<file path="src/rtl/lsu_mem_port_if.sv">
// Data-memory bus between the load/store unit (master) and memory (slave).
// The request side is held stable by the master until mem_ready.
interface lsu_mem_port_if;
    logic        mem_req;
    logic        mem_we;
    logic [31:0] mem_addr;
    logic [31:0] mem_wdata;
    logic [3:0]  mem_be;
    logic        mem_ready;
    logic [31:0] mem_rdata;

    modport master (
        output mem_req, mem_we, mem_addr, mem_wdata, mem_be,
        input  mem_ready, mem_rdata
    );

    modport slave (
        input  mem_req, mem_we, mem_addr, mem_wdata, mem_be,
        output mem_ready, mem_rdata
    );
endinterface

</file>
<file path="src/rtl/lsu_mem_port.sv">
// Load/store unit between the single-cycle core and a handshaked data bus.
// Stalls the core from the request cycle until the access completes, times
// out after TIMEOUT cycles, or (optionally) is trapped as misaligned.
// Optional feature macro: LSU_MISALIGN_TRAP_EN -- when defined, misaligned
// H/W accesses skip the bus and raise BusErr directly.
module lsu_mem_port #(
    parameter int TIMEOUT = 16
) (
    input  logic                  clk,
    input  logic                  reset,
    input  logic                  MemRead,
    input  logic                  MemWrite,
    input  logic [31:0]           ALUResult,
    input  logic [31:0]           WriteData,
    input  logic [2:0]            Funct3,
    output logic [31:0]           RD,
    output logic                  Stall,
    output logic                  BusErr,
    lsu_mem_port_if.master        bus
);

    typedef enum logic [1:0] {IDLE, REQ, DONE} state_t;

    localparam logic [7:0] TO = 8'(TIMEOUT);

    state_t      state_q, state_d;
    logic [31:0] rd_q, rd_d;
    logic        req_q, req_d;
    logic        we_q, we_d;
    logic [31:0] addr_q, addr_d;
    logic [31:0] wdata_q, wdata_d;
    logic [3:0]  be_q, be_d;
    logic [2:0]  f3_q, f3_d;
    logic [1:0]  lo_q, lo_d;
    logic [7:0]  cnt_q, cnt_d;
    logic        err_q, err_d;

    logic [31:0] st_wdata;
    logic [3:0]  st_be;
    logic        misalign;
    logic [7:0]  cnt_inc;

    // Sign/zero-extend the addressed byte or half of the returned word.
    function automatic logic [31:0] load_ext(input logic [2:0] f3,
                                             input logic [1:0] lo,
                                             input logic [31:0] w);
        logic [7:0]  b;
        logic [15:0] h;
        b = w[{lo, 3'b000} +: 8];
        h = lo[1] ? w[31:16] : w[15:0];
        case (f3)
            3'b000:  return {{24{b[7]}}, b};
            3'b001:  return {{16{h[15]}}, h};
            3'b010:  return w;
            3'b100:  return {24'h0, b};
            3'b101:  return {16'h0, h};
            default: return 32'h0;
        endcase
    endfunction

    // Store lane steering; loads request the full word, undefined sizes store as SW.
    always_comb begin
        st_be    = 4'b1111;
        st_wdata = 32'h0;
        if (MemWrite) begin
            case (Funct3)
                3'b000: begin
                    st_be    = 4'b0001 << ALUResult[1:0];
                    st_wdata = {4{WriteData[7:0]}};
                end
                3'b001: begin
                    st_be    = 4'b0011 << {ALUResult[1], 1'b0};
                    st_wdata = {2{WriteData[15:0]}};
                end
                default: begin
                    st_be    = 4'b1111;
                    st_wdata = WriteData;
                end
            endcase
        end
    end

`ifdef LSU_MISALIGN_TRAP_EN
    // Misaligned half/word detection; stores use their effective (SW-default) size.
    always_comb begin
        misalign = 1'b0;
        if (MemWrite) begin
            case (Funct3)
                3'b000:  misalign = 1'b0;
                3'b001:  misalign = ALUResult[0];
                default: misalign = |ALUResult[1:0];
            endcase
        end else begin
            case (Funct3)
                3'b001, 3'b101: misalign = ALUResult[0];
                3'b010:         misalign = |ALUResult[1:0];
                default:        misalign = 1'b0;
            endcase
        end
    end
`else
    assign misalign = 1'b0;
`endif

    assign cnt_inc = cnt_q + 8'd1;

    // Next-state and datapath updates for the IDLE/REQ/DONE sequencer.
    always_comb begin
        state_d = state_q;
        rd_d    = rd_q;
        req_d   = req_q;
        we_d    = we_q;
        addr_d  = addr_q;
        wdata_d = wdata_q;
        be_d    = be_q;
        f3_d    = f3_q;
        lo_d    = lo_q;
        cnt_d   = cnt_q;
        err_d   = 1'b0;
        case (state_q)
            IDLE: begin
                if (MemRead | MemWrite) begin
                    if (misalign) begin
                        state_d = DONE;
                        err_d   = 1'b1;
                        rd_d    = 32'h0;
                    end else begin
                        state_d = REQ;
                        req_d   = 1'b1;
                        we_d    = MemWrite;
                        addr_d  = {ALUResult[31:2], 2'b00};
                        wdata_d = st_wdata;
                        be_d    = st_be;
                        f3_d    = Funct3;
                        lo_d    = ALUResult[1:0];
                        cnt_d   = 8'd0;
                    end
                end
            end
            REQ: begin
                cnt_d = cnt_inc;
                if (bus.mem_ready) begin
                    req_d   = 1'b0;
                    state_d = DONE;
                    if (!we_q)
                        rd_d = load_ext(f3_q, lo_q, bus.mem_rdata);
                end else if (cnt_inc == TO) begin
                    req_d   = 1'b0;
                    rd_d    = 32'h0;
                    err_d   = 1'b1;
                    state_d = DONE;
                end
            end
            DONE:    state_d = IDLE;
            default: state_d = IDLE;
        endcase
    end

    // State and registered outputs; reset abandons any transaction silently.
    always_ff @(posedge clk or posedge reset) begin
        if (reset) begin
            state_q <= IDLE;
            rd_q    <= 32'h0;
            req_q   <= 1'b0;
            we_q    <= 1'b0;
            addr_q  <= 32'h0;
            wdata_q <= 32'h0;
            be_q    <= 4'h0;
            f3_q    <= 3'h0;
            lo_q    <= 2'h0;
            cnt_q   <= 8'h0;
            err_q   <= 1'b0;
        end else begin
            state_q <= state_d;
            rd_q    <= rd_d;
            req_q   <= req_d;
            we_q    <= we_d;
            addr_q  <= addr_d;
            wdata_q <= wdata_d;
            be_q    <= be_d;
            f3_q    <= f3_d;
            lo_q    <= lo_d;
            cnt_q   <= cnt_d;
            err_q   <= err_d;
        end
    end

    // Stall rises combinationally in the request cycle so the PC holds immediately.
    assign Stall = ~reset & (((state_q == IDLE) & (MemRead | MemWrite)) | (state_q == REQ));

    assign RD            = rd_q;
    assign BusErr        = err_q;
    assign bus.mem_req   = req_q;
    assign bus.mem_we    = we_q;
    assign bus.mem_addr  = addr_q;
    assign bus.mem_wdata = wdata_q;
    assign bus.mem_be    = be_q;

endmodule

</file>
<file path="src/flat_wrapper.sv">
// flat-port wrapper written by rule: the top's interface ports become plain ports
module lsu_mem_port_flat 
#(
    parameter int TIMEOUT = 16
)
  (clk, reset, MemRead, MemWrite, ALUResult, WriteData, Funct3, RD, Stall, BusErr, bus_mem_req, bus_mem_we, bus_mem_addr, bus_mem_wdata, bus_mem_be, bus_mem_ready, bus_mem_rdata);
  lsu_mem_port_if bus_i ();
  input  logic clk;
  input  logic reset;
  input  logic MemRead;
  input  logic MemWrite;
  input  logic [31:0] ALUResult;
  input  logic [31:0] WriteData;
  input  logic [2:0] Funct3;
  output logic [31:0] RD;
  output logic Stall;
  output logic BusErr;
  output wire logic [$bits(bus_i.mem_req)-1:0] bus_mem_req;
  output wire logic [$bits(bus_i.mem_we)-1:0] bus_mem_we;
  output wire logic [$bits(bus_i.mem_addr)-1:0] bus_mem_addr;
  output wire logic [$bits(bus_i.mem_wdata)-1:0] bus_mem_wdata;
  output wire logic [$bits(bus_i.mem_be)-1:0] bus_mem_be;
  input wire logic [$bits(bus_i.mem_ready)-1:0] bus_mem_ready;
  input wire logic [$bits(bus_i.mem_rdata)-1:0] bus_mem_rdata;
  assign bus_mem_req = bus_i.mem_req;
  assign bus_mem_we = bus_i.mem_we;
  assign bus_mem_addr = bus_i.mem_addr;
  assign bus_mem_wdata = bus_i.mem_wdata;
  assign bus_mem_be = bus_i.mem_be;
  assign bus_i.mem_ready = bus_mem_ready;
  assign bus_i.mem_rdata = bus_mem_rdata;
  lsu_mem_port #(.TIMEOUT(TIMEOUT)) u_core (.clk(clk), .reset(reset), .MemRead(MemRead), .MemWrite(MemWrite), .ALUResult(ALUResult), .WriteData(WriteData), .Funct3(Funct3), .RD(RD), .Stall(Stall), .BusErr(BusErr), .bus(bus_i));
endmodule
</file>
<file path="config.mk">
export PLATFORM = sky130hd
export DESIGN_NAME = lsu_mem_port_flat
export DESIGN_NICKNAME = d
export VERILOG_FILES = /design/src/rtl/lsu_mem_port_if.sv /design/src/rtl/lsu_mem_port.sv /design/src/flat_wrapper.sv
export SDC_FILE = /design/constraint.sdc
export NUM_CORES = 1
export LEC_CHECK = 0
export BUFFER_PORTS_ARGS = -buffer_cell sky130_fd_sc_hd__buf_2
export CORE_MARGIN = 8
export CORE_UTILIZATION = 30
export CTS_CLUSTER_DIAMETER = 30
export DETAILED_ROUTE_END_ITERATION = 8
export GPL_TIMING_DRIVEN = 0
export PLACE_DENSITY_LB_ADDON = 0.08
export SLEW_MARGIN = 20
export SYNTH_ARGS = -nofsm -noshare
export SYNTH_HDL_FRONTEND = slang
export SYNTH_SLANG_ARGS = --single-unit
</file>
<file path="constraint.sdc">
create_clock -name clk -period 6.4 [get_ports clk]
set_clock_uncertainty 0.15 [all_clocks]
set_input_delay 0.64 -clock clk [delete_from_list [all_inputs] [get_ports clk]]
set_output_delay 0.64 -clock clk [all_outputs]
set_load 0.02 [all_outputs]
</file>
# Word level (Yosys, flattened, before mapping)
# Index checks and enable logic that the tools add are counted.
# Widths: inputs -> output; s select.
totals:
  output_inout_bits: 104
  regBits: 116
op_classes:
  muxes: 22
  bitwise_logic: 5
  shifts: 3
  reduce_logical: 10
  add_sub_neg: 1
  eq_ne: 10
ops:
  columns: ["cell", "count"]
  rows:
  - ["$pmux 32 s5", 1]
  - ["$mux 32", 4]
  - ["$pmux 32 s2", 1]
  - ["$shiftx 32x6->8", 1]
  - ["$mux 16", 1]
  - ["$pmux 8 s2", 1]
  - ["$add 8x1->8 const B", 1]
  - ["$eq 8x5->1 const B", 1]
  - ["$mux 8", 1]
  - ["$pmux 4 s2", 1]
  - ["$eq 3x1->1 const B", 2]
  - ["$eq 3x3->1 const B", 2]
  - ["$logic_not 3->1", 2]
  - ["$mux 1", 6]
  - ["$mux 2", 3]
  - ["$reduce_and 2->1", 3]
  - ["$reduce_and 3->1", 2]
  - ["$mux 4", 1]
  - ["$ne 2x2->1 const B", 2]
  - ["$pmux 2 s2", 1]
  - ["$reduce_bool 2->1", 2]
  - ["$shl 1x2->4 const A", 1]
  - ["$shl 2x2->4 const A", 1]
  - ["$eq 3x2->1 const B", 1]
  - ["7 further kinds", 9]

# Depth between registers and ports, before layout
# Gate-level depths: netlist of the first run.
depth:
  depth_word: 5
  depth_mapped: 8

# Least setup slack after synthesis of the first run
# Ideal clock, no wire load.
synth_path:
  path_type: "reg2reg"
  startpoint: "reg u_core.cnt_q[0]"
  endpoint: "reg u_core.rd_q[16] (netlist: u_core.RD[16])"
  path_stages_with_launch: 8
  required_time_ns: 6.119
  setup_time_ns: 0.131
  t_arrival_ns: 1.831
  synth_period_minus_slack_ns: 2.112
  slack_ns: 4.288
  cell_sequence: "dfrtp_1 > ha_1 > a21o_1 > a311oi_1 > o211ai_1 > nor2_2 > buf_4 > o211ai_1"
synth_via:
  elab_chain_cells: 4
synth_rtl:
  columns: ["element", "line", "text"]
  rows:
  - ["start, declared", "lsu_mem_port.sv:35", "logic [7:0] cnt_q, cnt_d;"]
  - ["start signal, assigned", "lsu_mem_port.sv:183", "cnt_q <= cnt_d;"]
  - ["$add 8x1->8", "lsu_mem_port.sv:105", "assign cnt_inc = cnt_q + 8'd1;"]
  - ["$eq 8x5->1", "lsu_mem_port.sv:147", "end else if (cnt_inc == TO) begin"]
  - ["$reduce_bool 2->1 (no source line)", null, null]
  - ["$reduce_and 3->1 (no source line)", null, null]
  - ["end signal, assigned", "lsu_mem_port.sv:175", "rd_q <= rd_d;"]
  - ["end, declared", "lsu_mem_port.sv:27", "logic [31:0] rd_q, rd_d;"]
# No other way between the ends.
# A chain may end at the register's enable or synchronous reset.

# Worst setup path in the final report of the first run
layout_path:
  startpoint: "reg u_core.state_q[0]"
  endpoint: "out Stall"
layout_via:
  elab_chain_cells: 4
layout_rtl:
  columns: ["element", "line", "text"]
  rows:
  - ["start, declared", "lsu_mem_port.sv:26", "state_t state_q, state_d;"]
  - ["start signal, assigned", "lsu_mem_port.sv:174", "state_q <= state_d;"]
  - ["$logic_not 2->1", "lsu_mem_port.sv:189", "assign Stall = ~reset & (((state_q == IDLE) & (MemRead | MemWrite)) | (state_q == REQ));"]
  - ["$and 1x1->1", "lsu_mem_port.sv:189", null]
  - ["$or 1x1->1 *", "lsu_mem_port.sv:189", null]
  - ["$and 1x1->1 *", "lsu_mem_port.sv:189", null]
  - ["end, declared", "flat_wrapper.sv:16", "output logic Stall;"]
# Mark *: on every way between the ends. The rest lies on a longest branch, timed or not.

==> results.cfg, run 1 <==
[run_status]
status = complete, no violations

[detailed_routing]
vias = 5381
drt_first_pass_iters = 6
wl_per_cell_um = 17.7
ant_nets = 0
vias_per_cell = 4.91
drt_wl_total_um = 19400
drcViolationCount = 0
drtIter0Drc = 306

[flow_run]
maxCapViolCount = 0

[global_route]
top_usage_layer = met2
met1_usage_pct = 20.3
grt_max_degree = 75
overflow = 0
grt_pass1_vias = 5533
use_met2_pct = 26.4
antenna_found_initial = 3
grt_pass1_wl_um = 30600
use_met3_pct = 6.88
grt_use_total_pct = 16.4

[layout]
nNetsFinal = 956
final_common_cell = nand2_1
drive_above_1_share_pct = 31.2
most-common-layout-cells = nand2_1, buf_2, dfrtp_1
fill_cells = 1881
fin_area_um2 = 7560
area_delta_synth_final_pct = 34.1
n_antenna_cell = 0
multi_input_area_um2 = 2530
seqCellArea_um2 = 2900

[min_path]
hp-class = in2async

[yosys]
syn_inst = 624
async_flop_share_pct = 100
ys.flop_type = dfrtp_1
ys_top_cells_by_area = dfrtp_1, nand2_1, o21ai_0
synth_cell_type_count = 49
syn_area_per_cell_um2 = 9.04
yosysSeqAreaShare_pct = 51.5
ys_ff_latch = 116
synth_top_area_share_pct = 51.5
synth_edf_count = 0
netlist_area_um2 = 5640
yosysWarnings = 0
yosys.area.top_type = dfrtp_1

[placement]
dpl.hpwl_um = 14800
pre_cts_slack_ps = 3750
gp_congestion = 0.806
port_buffers = 205
post_dp_cell_area_um2 = 6990

[sta]
finalSetupViolCount = 0
hold_viol_final = 0
setup_slack_ps = 3650
fin_crit_sh_pct = 42.9
slew_viol_final = 0
setup-tns-final_ps = 0
fmax_mhz = 364
rsz0062_at_grt = false
fin_crit_ps = 2750
relSlewSlack_pct = 27.7
tightest_slew_ps = 1080

[critical_path]
required_ps = 5610
crit_path_end_kind = primary output
cp.arrival_ps = 1960
worstSetupStartpointType = flip-flop
worstSetupPathType = reg2out
worstPathMaxFanout = 8

[floorplan]
dieArea_um2 = 23400
die_w_um = 153
core_area_um2 = 18600
io_pins = 208
core.rowCount = 50
start_util_pct = 30.3
die_y_um = 153

[clocking]
htreeDepth = 4
cts_buffers = 17
numClockSinks = 116
postCtsSetupRepairBufs = 0
cts_hold_buf = 0
clockBufferDepth = 2
cts_tree = yes
cts_resized = 0
clk_pin_slew_worst_paths_ps = 50
cts_root_buf = clkbuf_16
insertion_delay_ps = 400

[power_and_ir_drop]
peakVddDrop_v = 0.000180
powerDensity_nw_per_um2 = 491
p_leak_nw = 3.80
==> kinds of logic after synthesis <==
family | Yosys count | share of synthesized area [%]
DFF | 116 | 51.5
adders and majority gates | 2 | 0.444
muxes | 27 | 5.28
other | 1 | 0.0665
AOI/OAI and AO/OA | 164 | 19.9
buffers and inverters | 47 | 3.64
and+or+nand+nor | 266 | 19.0
xor gates and xnor gates | 1 | 0.155
==> flip-flops by register name, indices dropped and copies added, names as in the netlist <==
| signal | count |
|---|---|
| u_core.RD | 32 |
| u_core.lo_q | 2 |
| u_core.bus.mem_be | 4 |
| u_core.bus.mem_req | 1 |
| u_core.BusErr | 1 |
| u_core.cnt_q | 8 |
| u_core.f3_q | 3 |
| u_core.bus.mem_addr | 30 |
| u_core.bus.mem_we | 1 |
| u_core.state_q | 2 |
| u_core.bus.mem_wdata | 32 |
==> metal layers <==
layer | vias to the layer above | part of all wire (%)
met2 | 170 | 47
met3 | 15 | 8.4
li1 | 2599 | -
met4 | 6 | 0.51
met5 | - | 0.15
met1 | 2591 | 44
==> critical path, stage by stage, from the launching register on <==
cell and delay (ps):
dfrtp_1 380, nor2_1 270, o21a_1 370, nor2_1 230
nor2_1 130, buf_2 170
==> layout make-up <==
type                    instances  area share (%)
clock inverters                10            1.44
multi-input cells             462            33.5
well taps                     234            3.87
clock buffers                  20            6.04
repair buffers                206            13.9
flip-flops and latches        116            38.4
inverters                       3           0.215
plain buffers                  44            2.57
==> where the power goes <==
group	leakage [nW]	switching (mW)	internal [mW]
registers	1.33	0.162	0.993
clock network	0.277	0.339	0.586
logic	2.19	1.07	0.562
==> worst paths after layout <==
check	start	endpoint	slack, ps	cells past startpoint
worst max-delay path	u_core.state_q[0]	Stall	3650	5
worst min-delay path	reset	u_core.cnt_q[6]	120	2
worst max register to register	u_core.cnt_q[0]	u_core.RD[15]	3850	7
worst min register to register	u_core.bus.mem_wdata[27]	u_core.bus.mem_wdata[27]	310	2
max in group asynchronous	reset	u_core.bus.mem_addr[28]	5260	3
min in group clk	ALUResult[13]	u_core.bus.mem_addr[13]	270	3
==> cells in the mapped netlist (all sizes together) (3+ instances only) <==
library cell,number
nand2,224
dfrtp,116
o21ai,52
a21oi,30
clkbuf,26
buf,18
a21o,17
mux2i,17
o211ai,17
nor2,16
a2bb2oi,9
mux2,9
a22o,8
a22oi,8
a222oi,7
nor2b,5
nor3,4
inv,3
nand2b,3
nand3b,3
o21a,3
==> per-stage QoR <==
step | power (mW) | util [%] | hold slack [ps] | std cells
after CTS | 3.76 | 40.7 | 123 | 1095
after detailed placement | 2.81 | 37.6 | 302 | 1065
after global routing | 3.98 | 40.7 | 145 | 1095
after floorplan | 2.23 | - | 339 | 625
final | 3.71 | 40.7 | 119 | 1095
after global placement | 2.79 | 37.5 | 298 | 1064
(Power assumes the default switching activity.)
==> run 2, diff against run 1 <==
==> constraint.sdc (replaced) <==
create_clock -name clk -period 2.4 [get_ports clk]
set_clock_uncertainty 0.15 [all_clocks]
set_input_delay 0.24 -clock clk [delete_from_list [all_inputs] [get_ports clk]]
set_output_delay 0.24 -clock clk [all_outputs]
set_load 0.02 [all_outputs]
==> results.cfg, run 2 (same netlist as run 1, synthesis figures left out) <==
[run_status]
status = complete, no violations

[layout]
nNetsFinal = 1029
n_antenna_cell = 0
most-common-layout-cells = nand2_1, buf_2, dfrtp_1
fill_cells = 1800
utilization_pct = 45.3
final_common_cell = nand2_1
area_delta_synth_final_pct = 49.4
fin_area_um2 = 8420
drive_above_1_share_pct = 30.1
final_cells = 1170

[clocking]
cts_root_buf = clkbuf_16
htreeDepth = 4
cts_buffers = 17
cts_tree = yes
insertion_delay_ps = 400
clockBufferDepth = 2
numClockSinks = 116
clk_pin_slew_worst_paths_ps = 60

[detailed_routing]
drt_wl_total_um = 20100
drtIter0Drc = 333
wl_per_cell_um = 17.2
vias = 5703
ant_nets = 0
drt_first_pass_iters = 7
drcViolationCount = 0
vias_per_cell = 4.87

[global_route]
grt_use_total_pct = 17.2
grt_pass1_vias = 6041
overflow = 0
grt_pass1_wl_um = 32600
antenna_found_initial = 0
grt_max_degree = 30

[sta]
hold_viol_final = 0
rsz0062_at_grt = false
finalSetupViolCount = 0
fin_crit_ps = 2220
slew_viol_final = 0
tightest_slew_ps = 697
fin_crit_sh_pct = 92.5
relSlewSlack_pct = 53.5
setup-tns-final_ps = 0
fmax_mhz = 450

[placement]
dpl.hpwl_um = 15100
dpl.cell_count = 1068
gp_congestion = 0.824
post_dp_cell_area_um2 = 7040
port_buffers = 205

[flow_run]
maxCapViolCount = 0

[floorplan]
die_y_um = 153
die_w_um = 153
core.rowCount = 50
dieArea_um2 = 23400
io_pins = 208
core_area_um2 = 18600
start_util_pct = 30.3

[critical_path]
crit_path_end_kind = flip-flop
rr_worst_depth = 7
required_ps = 2520
worstSetupPathType = reg2reg
worstSetupStartpointType = flip-flop
cp.arrival_ps = 2340
worstPathMaxFanout = 10
r2r_slack_ps = 180

[power_and_ir_drop]
p_leak_nw = 4.15
peakVddDrop_v = 0.000541
powerDensity_nw_per_um2 = 1230

[min_path]
hold_depth = 4
hp-class = in2reg
## run 2: critical path: stages (launching register included)
cell and delay [ps]:
dfrtp_2 470, ha_4 210, a21o_1 150, a311oi_1 250
o211ai_1 200, nor2_4 230, buf_2 270, o21ai_0 140
## run 2: path summary, 6_finish.rpt
path,start,endpoint
setup / recovery,u_core.cnt_q[0],u_core.RD[11]
hold / removal,bus_mem_rdata[18],u_core.RD[18]
setup reg to reg,u_core.cnt_q[0],u_core.RD[11]
hold reg to reg,u_core.bus.mem_wdata[15],u_core.bus.mem_wdata[15]
max in group asynchronous,reset,u_core.bus.mem_addr[25]
min in group asynchronous,reset,u_core.BusErr
## run 2: area by class of cell
class	instances	area (µm²)	area share (%)
multi-input combinational	462	2570	30.5
inverter	3	15.0	0.178
timing repair buffer	279	1800	21.4
sequential	116	2910	34.5
tap	234	293	3.48
clock inverter	11	175	2.08
buffer	44	194	2.30
clock buffer	21	470	5.58
## run 2: metal layers
layer  track usage, %  wire, µm  share of wire (%)
met2             29.1      9820                 49
met1             20.7      8650                 43
met5                0         0                  0
met4             4.67       235                1.2
met3             5.58      1420                7.1
## run 2: power by group
part,total [mW],internal [mW],switching [mW]
logic,4.49,1.60,2.89
registers,3.11,2.65,0.459
clock network,2.76,1.83,0.932
total,10.4,6.08,4.28
## run 2: through the flow
stage	worst slack [ps]	power [mW]	hold slack (ps)
floorplan	288	5.95	163
finish	180	10.4	62.9
global placement	-331	7.43	279
global route	33.0	11.1	56.9
CTS	0.781	10.5	46.6
detailed placement	-197	7.54	134
## run 2: what timing repair did
item	CTS	global route
pin swaps	1	0
setup endpoints to repair	30	35
setup buffers	1	0
resized for setup	1	8
hold buffers	69	0
endpoints found under the hold margin	88	0
